===== src/rtl/mem_port_arbiter.sv =====
// mem_port_arbiter: shares one valid/ready memory slave port between two masters (round-robin or fixed priority).
// Defining MEM_ARB_TIMEOUT_EN adds a grant watchdog and the timeout_err output.
module mem_port_arbiter #(
  parameter int ADDR_W         = 32,
  parameter int DATA_W         = 32,
  parameter int ARB_MODE       = 0,
  parameter int TIMEOUT_CYCLES = 255
) (
  input  logic                clk,
  input  logic                reset,
  input  logic                m0_valid,
  input  logic                m0_instr,
  input  logic [ADDR_W-1:0]   m0_addr,
  input  logic [DATA_W-1:0]   m0_wdata,
  input  logic [DATA_W/8-1:0] m0_wstrb,
  output logic                m0_ready,
  output logic [DATA_W-1:0]   m0_rdata,
  input  logic                m1_valid,
  input  logic                m1_instr,
  input  logic [ADDR_W-1:0]   m1_addr,
  input  logic [DATA_W-1:0]   m1_wdata,
  input  logic [DATA_W/8-1:0] m1_wstrb,
  output logic                m1_ready,
  output logic [DATA_W-1:0]   m1_rdata,
  output logic                s_valid,
  output logic                s_instr,
  output logic [ADDR_W-1:0]   s_addr,
  output logic [DATA_W-1:0]   s_wdata,
  output logic [DATA_W/8-1:0] s_wstrb,
  input  logic                s_ready,
  input  logic [DATA_W-1:0]   s_rdata,
`ifdef MEM_ARB_TIMEOUT_EN
  output logic                timeout_err,
`endif
  output logic                grant_id,
  output logic                busy
);

  if (TIMEOUT_CYCLES < 2) begin : g_bad_timeout
    $error("mem_port_arbiter: TIMEOUT_CYCLES must be at least 2");
  end

  typedef enum logic [1:0] {IDLE, GNT0, GNT1} state_t;

  state_t              state_q, state_d;
  logic                last_gnt_q, last_gnt_d;
  logic                grant_id_q, grant_id_d;
  logic                sel;
  logic                o_valid, o_instr, o_ready;
  logic [ADDR_W-1:0]   o_addr;
  logic [DATA_W-1:0]   o_wdata, o_rdata;
  logic [DATA_W/8-1:0] o_wstrb;
  logic                tmo;

`ifdef MEM_ARB_TIMEOUT_EN
  localparam int CNT_W = $clog2(TIMEOUT_CYCLES);
  localparam logic [CNT_W-1:0] CNT_MAX = CNT_W'(TIMEOUT_CYCLES - 1);
  localparam int REP = (DATA_W + 31) / 32;
  localparam logic [REP*32-1:0] TMO_FULL = {REP{32'hDEADBEEF}};
  localparam logic [DATA_W-1:0] TMO_DATA = TMO_FULL[DATA_W-1:0];

  logic [CNT_W-1:0] cnt_q, cnt_d;

  assign timeout_err = tmo;
`endif

  always_comb begin
    sel     = (state_q == GNT1);
    o_valid = sel ? m1_valid : m0_valid;
    o_instr = sel ? m1_instr : m0_instr;
    o_addr  = sel ? m1_addr  : m0_addr;
    o_wdata = sel ? m1_wdata : m0_wdata;
    o_wstrb = sel ? m1_wstrb : m0_wstrb;
    tmo     = 1'b0;
`ifdef MEM_ARB_TIMEOUT_EN
    // Counter is held at zero in IDLE so every grant starts a fresh window.
    cnt_d = '0;
    if (state_q != IDLE) begin
      tmo   = o_valid && !s_ready && (cnt_q == CNT_MAX);
      cnt_d = s_ready ? cnt_q : cnt_q + CNT_W'(1);
    end
    o_rdata = tmo ? TMO_DATA : s_rdata;
`else
    o_rdata = s_rdata;
`endif
    o_ready = (s_ready && o_valid) || tmo;

    state_d    = state_q;
    last_gnt_d = last_gnt_q;
    grant_id_d = grant_id_q;
    s_valid    = 1'b0;
    s_instr    = 1'b0;
    s_addr     = '0;
    s_wdata    = '0;
    s_wstrb    = '0;
    m0_ready   = 1'b0;
    m1_ready   = 1'b0;
    m0_rdata   = '0;
    m1_rdata   = '0;
    busy       = (state_q != IDLE);
    grant_id   = grant_id_q;

    case (state_q)
      IDLE: begin
        if (m0_valid && m1_valid) begin
          if (ARB_MODE == 0 && !last_gnt_q) begin
            state_d    = GNT1;
            grant_id_d = 1'b1;
          end else begin
            state_d    = GNT0;
            grant_id_d = 1'b0;
          end
        end else if (m0_valid) begin
          state_d    = GNT0;
          grant_id_d = 1'b0;
        end else if (m1_valid) begin
          state_d    = GNT1;
          grant_id_d = 1'b1;
        end
      end
      default: begin
        s_valid = o_valid && !tmo;
        s_instr = o_instr;
        s_addr  = o_addr;
        s_wdata = o_wdata;
        s_wstrb = o_wstrb;
        if (sel) begin
          m1_ready = o_ready;
          m1_rdata = o_rdata;
        end else begin
          m0_ready = o_ready;
          m0_rdata = o_rdata;
        end
        // A master dropping valid mid-grant releases the port without updating fairness.
        if (!o_valid) begin
          state_d = IDLE;
        end else if (s_ready || tmo) begin
          state_d    = IDLE;
          last_gnt_d = sel;
        end
      end
    endcase
  end

  always_ff @(posedge clk) begin
    if (reset) begin
      state_q    <= IDLE;
      last_gnt_q <= 1'b1;
      grant_id_q <= 1'b0;
`ifdef MEM_ARB_TIMEOUT_EN
      cnt_q      <= '0;
`endif
    end else begin
      state_q    <= state_d;
      last_gnt_q <= last_gnt_d;
      grant_id_q <= grant_id_d;
`ifdef MEM_ARB_TIMEOUT_EN
      cnt_q      <= cnt_d;
`endif
    end
  end

endmodule


===== config.mk =====
export PLATFORM = sky130hd
export DESIGN_NAME = mem_port_arbiter
export DESIGN_NICKNAME = d
export VERILOG_FILES = /design/src/rtl/mem_port_arbiter.sv
export SDC_FILE = /design/constraint.sdc
export NUM_CORES = 1
export LEC_CHECK = 0
export CORE_AREA = 2 2 121 123
export DETAILED_ROUTE_END_ITERATION = 8
export DIE_AREA = 0 0 123 125
export RECOVER_POWER = 50
export SKIP_LAST_GASP = 1
export SYNTH_ARGS = -nofsm -noshare
export SYNTH_HDL_FRONTEND = slang
export SYNTH_SLANG_ARGS = --single-unit

===== constraint.sdc =====
create_clock -name clk -period 2.3 [get_ports clk]
set_clock_uncertainty 0.05 [all_clocks]
set_input_delay 0.345 -clock clk [delete_from_list [all_inputs] [get_ports clk]]
set_output_delay 0.345 -clock clk [all_outputs]
set_load 0.005 [all_outputs]

==> results of run 1 <==
-- through the flow --
step / std cells / cell area [um^2]
6_report: 664 / 4756
5_1_grt: 663 / 4753
3_3_place_gp: 656 / 4634
3_5_place_dp: 656 / 4634
2_1_floorplan: 180 / 1371
4_1_cts: 660 / 4713
-- cells by family (layout without fill, tap and decap cells) --
logic type,count (synthesis),after routing,share of synthesized area
other,0,1,0
AND/OR/NAND/NOR,73,73,0.3376
AO/OA/AOI/OAI,76,76,0.4754
multiplexers,1,1,0.008211
flip-flops,4,4,0.05840
buffers and inverters,26,325,0.1204
-- cells in the mapped netlist --
master and number:
a22o_1 70, and2_1 64, clkbuf_1 10, buf_6 7, dfxtp_1 4, a21oi_1 3
buf_4 3, inv_1 3, buf_2 2, nand2_1 2, a211oi_1 1, and3_1 1
and3_4 1, clkbuf_2 1, mux2_2 1, nand3b_1 1, nor2_1 1, nor2b_4 1
o2111a_1 1, o21ai_0 1, or2_2 1, or3_1 1
-- per-layer routing --
metal,GRT usage,routed length [um],vias to the layer above
li1,-,-,1272
met1,0.1138,3544,1186
met2,0.2184,5049,168
met3,0.04881,1353,4
met4,0.01805,57,0
met5,0,0,-
-- worst register-to-register path: cells and delay by family, from the launching register on --
family | cells | cell delay (ps)
flops | 1 | 390
simple gates | 3 | 630
buf+inv | 1 | 350
-- worst max-delay path by stage --
stage                     slack, ps            to  cells after the start                     from
after global routing            -20    s_wdata[0]                      5  state_q[1]$_SDFFE_PP0P_
after global placement          180      m0_ready                      3                 m0_valid
after CTS                        60    s_wdata[0]                      4  state_q[1]$_SDFFE_PP0P_
after floorplan                 930  m1_rdata[10]                      5  state_q[0]$_SDFFE_PP0P_
after detailed placement        190      m0_ready                      3                 m0_valid
final                            50    s_addr[11]                      5  state_q[1]$_SDFFE_PP0P_
-- power groups by stage --
stage          combinational (W)  clock (W)  sequential (W)
6_report                0.000776   0.000282       0.0000788
5_1_grt                 0.000834   0.000293       0.0000797
4_1_cts                 0.000787   0.000287       0.0000789
3_5_place_dp            0.000782          0       0.0000797
3_3_place_gp            0.000777          0       0.0000791
2_1_floorplan           0.000203          0       0.0000769
-- what timing repair did --
item / CTS / global route
buffers inserted: 0 / 2
hold endpoints to repair: 0 / 0
endpoints found under the setup margin: 0 / 6
-- layout make-up --
type | instances | area, um^2 | area share
Multi-Input combinational cell | 150 | 1126 | 0.2368
Antenna cell | 1 | 2.502 | 0.0005262
Timing Repair Buffer | 318 | 3223 | 0.6777
Tap cell | 184 | 230.2 | 0.04841
Clock buffer | 4 | 78.83 | 0.01657
Sequential cell | 4 | 83.83 | 0.01763
Inverter | 3 | 11.26 | 0.002368
-- registers in the layout, summed over array words and instances (netlist names) --
name        flops
last_gnt_q      1
grant_id        1
state_q         2
==> results.sh, run 1 <==
export IMPL_status="finished, final reports clean"
export IMPL_ant_nets=0
export IMPL_first_global_vias=2668
export IMPL_hp_start="grant_id$_SDFFE_PP0P_"
export IMPL_finalHoldViolCount=0
export IMPL_synth_seq_cells=4
export IMPL_ys_types=22
export IMPL_crit_family="buffers and inverters"
export IMPL_io_buffer_count=312
export IMPL_rsz0062_at_grt="yes"
export IMPL_post_route_util=0.3348
export IMPL_maxCapViolCount=0
export IMPL_clk_latency_ps=230
export IMPL_fp_row_count=44
export IMPL_worstHoldPathType="reg2reg"
export IMPL_final_common_cell="clkdlybuf4s50_1"
export IMPL_worstReg2RegStart="state_q[0]$_SDFFE_PP0P_"
export IMPL_powerDensity_mw_per_mm2=239.1
export IMPL_finalSetupTns_ps=0
export IMPL_synth_top_cell_by_area="a22o_1"
export IMPL_crit_arrival_ps=1860
export IMPL_route_detailed_drc=0
export IMPL_cp_max_fo=25
export IMPL_fp_dieW_um=123
export IMPL_n_fill_cell=1455
export IMPL_synth_area_leaders="a22o_1 (45%), and2_1 (29%), dfxtp_1 (5.8%)"
export IMPL_htreeDepth=1
export IMPL_synth_seq_area_share=0.05839
export IMPL_relSlewSlack=0.7356
export IMPL_leakage_nw=1.831
export IMPL_io_pins=313
export IMPL_cts_hold_buf=0
export IMPL_initial_utilization=0.09655
export IMPL_cts_resized=0
export IMPL_syn_inst=180
export IMPL_crit_buf_inv=3
export IMPL_grt_pass1_wl_um=13910
export IMPL_synth_area_mm2=0.001371
export IMPL_critical_path_class="reg2out"
export IMPL_core_area_mm2=0.01420
export IMPL_tightest_slew_ps=396.6
export IMPL_synth_top_area_frac=0.4471
export IMPL_vdd_drop_max_mv=0.1836
export IMPL_tritoncts="done"
export IMPL_die_h_um=125
export IMPL_dp_hpwl_um=8162
export IMPL_whs_ps=435.9
export IMPL_p_clk_frac=0.248
export IMPL_r2r_cells=4
export IMPL_rr_endpoint="last_gnt_q$_SDFFE_PP1P_"
export IMPL_slew_violations=0
export IMPL_place_congestion=0.7777
export IMPL_worstSetupEndpointType="output pin"
export IMPL_antenna_found_initial=1
export IMPL_vias=2630
export IMPL_fin_crit_ps=2251
export IMPL_syn_nets=355
export IMPL_holdPathStages=2
export IMPL_synth_area_per_cell_um2=7.618
export IMPL_power_internal_w=0.0008572
export IMPL_finalPower_w=0.001137
export IMPL_grt_max_degree=105
export IMPL_fin_crit_sh=0.9786
export IMPL_p_comb_frac=0.682
export IMPL_timing_fmax_mhz=444.3
export IMPL_grt_usage=0.1139
export IMPL_setup_ws_ps=49.30
export IMPL_p_sw_w=0.0002799
export IMPL_crit_chain="nor2b_4 -> buf_4 -> clkbuf_16 -> a22o_1 -> clkdlybuf4s50_1"
export IMPL_nets=655
export IMPL_via_per_inst=3.961
export IMPL_ys_warn_count=0
export IMPL_r2r_setup_slack_ps=770
export IMPL_clkTransAtPathRegs_ps=30
export IMPL_area_growth_pct=246.8
export IMPL_first_pass_iters=4
export IMPL_gr_total_overflow=0
export IMPL_fp_dieArea_mm2=0.01538
export IMPL_clock_sinks=4
export IMPL_slowest_stage="clkdlybuf4s50_1"
export IMPL_cts_buffers=3
export IMPL_final_cell_mix="clkdlybuf4s50_1 (287), a22o_1 (70), and2_1 (64)"
export IMPL_whs_endpoint="grant_id$_SDFFE_PP0P_"
export IMPL_pwr_share_seq=0.069
export IMPL_cpPeakStageDelay_ps=510
export IMPL_final_setup_viol_count=0
export IMPL_cts_root_buf="clkbuf_16"
export IMPL_cp_start_kind="register"
export IMPL_wire_per_inst_um=15.07
export IMPL_wl_um=10010
export IMPL_drive_gt1_frac=0.02923
export IMPL_swShare=0.2461
export IMPL_drtIter0Drc=30
export IMPL_cts_buffer_depth=2
export IMPL_worstPathRequired_ps=1900
export IMPL_dp_slack_ps=186.0
No activity file was read; power rests on OpenSTA's default activity.
==> run 2, diff against run 1 <==
--- a/config.mk
+++ b/config.mk
@@ -6,8 +6,10 @@
 export NUM_CORES = 1
 export LEC_CHECK = 0
 export CORE_AREA = 2 2 121 123
+export CTS_BUF_LIST = sky130_fd_sc_hd__clkbuf_8
 export DETAILED_ROUTE_END_ITERATION = 8
 export DIE_AREA = 0 0 123 125
+export GPL_ROUTABILITY_DRIVEN = 0
 export RECOVER_POWER = 50
 export SKIP_LAST_GASP = 1
 export SYNTH_ARGS = -nofsm -noshare
==> run 2 against run 1 <==
Against the previous run:
- sequential share of layout area is essentially flat
- count of clock-buffer cells in the layout shrank 1
- final area shrank 1.6%
- combinational power shrank 0.9%
==> results.sh, run 2 (same netlist as run 1, synthesis figures left out) <==
export IMPL_leakage_nw=1.782
export IMPL_grt_max_degree=105
export IMPL_fp_row_count=44
export IMPL_grt_usage=0.1136
export IMPL_maxCapViolCount=0
export IMPL_ant_nets=0
export IMPL_drtIter0Drc=38
export IMPL_hp_start="grant_id$_SDFFE_PP0P_"
export IMPL_area_growth_pct=241.4
export IMPL_fp_dieW_um=123
export IMPL_tightest_slew_ps=397.0
export IMPL_final_cell_mix="clkdlybuf4s50_1 (292), a22o_1 (70), and2_1 (62)"
export IMPL_htreeDepth=1
export IMPL_wl_um=9800
export IMPL_first_pass_iters=4
export IMPL_postCtsSetupBuffers=0
export IMPL_status="finished, final reports clean"
export IMPL_crit_arrival_ps=1830
export IMPL_cp_startpoint="state_q[1]$_SDFFE_PP0P_"
export IMPL_worstHoldPathType="reg2reg"
export IMPL_cpPeakStageDelay_ps=500
export IMPL_clock_sinks=4
export IMPL_fin_crit_sh=0.9683
export IMPL_nets=652
export IMPL_route_detailed_drc=0
export IMPL_finalHoldViolCount=0
export IMPL_antenna_found_initial=1
export IMPL_grt_pass1_wl_um=13840
export IMPL_setup_ws_ps=72.90
export IMPL_io_pins=313
export IMPL_initial_utilization=0.09655
export IMPL_dp_slack_ps=186.0
export IMPL_rsz0062_at_grt="yes"
export IMPL_fin_crit_ps=2227
export IMPL_fp_dieArea_mm2=0.01538
export IMPL_crit_buf_inv=2
export IMPL_cp_start_kind="register"
export IMPL_clkTransAtPathRegs_ps=30
export IMPL_powerDensity_mw_per_mm2=214.9
export IMPL_slew_violations=0
export IMPL_relSlewSlack=0.7353
export IMPL_critical_path_class="reg2out"
export IMPL_place_area_mm2=0.004634
export IMPL_worstSetupEndpointType="output pin"
export IMPL_final_common_cell="clkdlybuf4s50_1"
export IMPL_slowest_stage="clkdlybuf4s50_1"
export IMPL_tritoncts="done"
export IMPL_via_per_inst=3.970
export IMPL_final_setup_viol_count=0
export IMPL_gr_total_overflow=0
export IMPL_worstPathRequired_ps=1900
export IMPL_cts_resized=0
export IMPL_cts_buffer_depth=2
export IMPL_crit_chain="nor2b_4 -> buf_12 -> a22o_1 -> clkdlybuf4s50_1"
export IMPL_vias=2624
export IMPL_first_global_vias=2661
export IMPL_drive_gt1_frac=0.02311
export IMPL_wire_per_inst_um=14.83
export IMPL_design_area_mm2=0.004682
export IMPL_cts_root_buf="clkbuf_8"
export IMPL_largest_reg_flops=2
export IMPL_clk_latency_ps=220
export IMPL_cts_hold_buf=0
export IMPL_io_buffer_count=312
export IMPL_cp_max_fo=50
export IMPL_cts_buffers=3
export IMPL_crit_family="buffers and inverters"
export IMPL_timing_fmax_mhz=449.0
export IMPL_worstReg2RegStart="state_q[0]$_SDFFE_PP0P_"
export IMPL_die_h_um=125
export IMPL_vdd_drop_max_mv=0.1311
export IMPL_core_area_mm2=0.01420
export IMPL_finalPower_w=0.001006
export IMPL_dp_hpwl_um=8162
export IMPL_regMostFlops="state_q"
==> run 2: worst min-delay path: stages, from the launching register on <==
cell and delay (ps):
dfxtp_1 300, o21ai_0 70, a21oi_1 70
==> run 2: cell type report <==
| class | count | area, um^2 |
|---|---|---|
| fill | 1457 | 9522 |
| multi-input combinational | 150 | 1126 |
| sequential | 4 | 83.83 |
| clock buffer | 3 | 41.29 |
| inverter | 3 | 11.26 |
| clock inverter | 1 | 3.754 |
| tap | 184 | 230.2 |
| antenna | 1 | 2.502 |
| timing repair buffer | 315 | 3183 |
==> run 2: worst paths after layout <==
check,depth (start not counted),endpoint,slack [ps]
min,2,grant_id$_SDFFE_PP0P_,440
min reg2reg,2,grant_id$_SDFFE_PP0P_,440
max,4,s_wdata[0],70
max reg2reg,4,last_gnt_q$_SDFFE_PP1P_,770
==> run 2: routing by layer <==
| metal | track usage | wire length [um] |
|---|---|---|
| met2 | 0.2161 | 4906 |
| met3 | 0.04881 | 1365 |
| met5 | 0 | 0 |
| met4 | 0.02005 | 94 |
| met1 | 0.1138 | 3433 |
==> run 2: metrics by stage <==
step                      hold WS [ps]  TNS [ps]  std cells  utilization
after floorplan                  364.1         0        180            -
after global placement           423.6         0        656       0.3263
after detailed placement         437.2         0        656       0.3263
after CTS                        441.8         0        660       0.3295
after global routing             475.3    -19.16        660       0.3295
final                            436.8         0        661       0.3296
==> run 2: report_power, final <==
group / total (W) / leakage [nW] / switching (W) / internal (W)
Sequential: 0.0000786 / 0.0335 / 0.00000507 / 0.0000735
Combinational: 0.000769 / 1.72 / 0.000220 / 0.000550
Clock: 0.000158 / 0.0269 / 0.0000436 / 0.000114
==> run 3, diff against run 2 <==
--- a/config.mk
+++ b/config.mk
@@ -5,6 +5,7 @@
 export SDC_FILE = /design/constraint.sdc
 export NUM_CORES = 1
 export LEC_CHECK = 0
+export CAP_MARGIN = 10
 export CORE_AREA = 2 2 121 123
 export CTS_BUF_LIST = sky130_fd_sc_hd__clkbuf_8
 export DETAILED_ROUTE_END_ITERATION = 8
==> results of run 3 <==
Same layout as run 2: the final DEF is identical, and so are final timing and power.
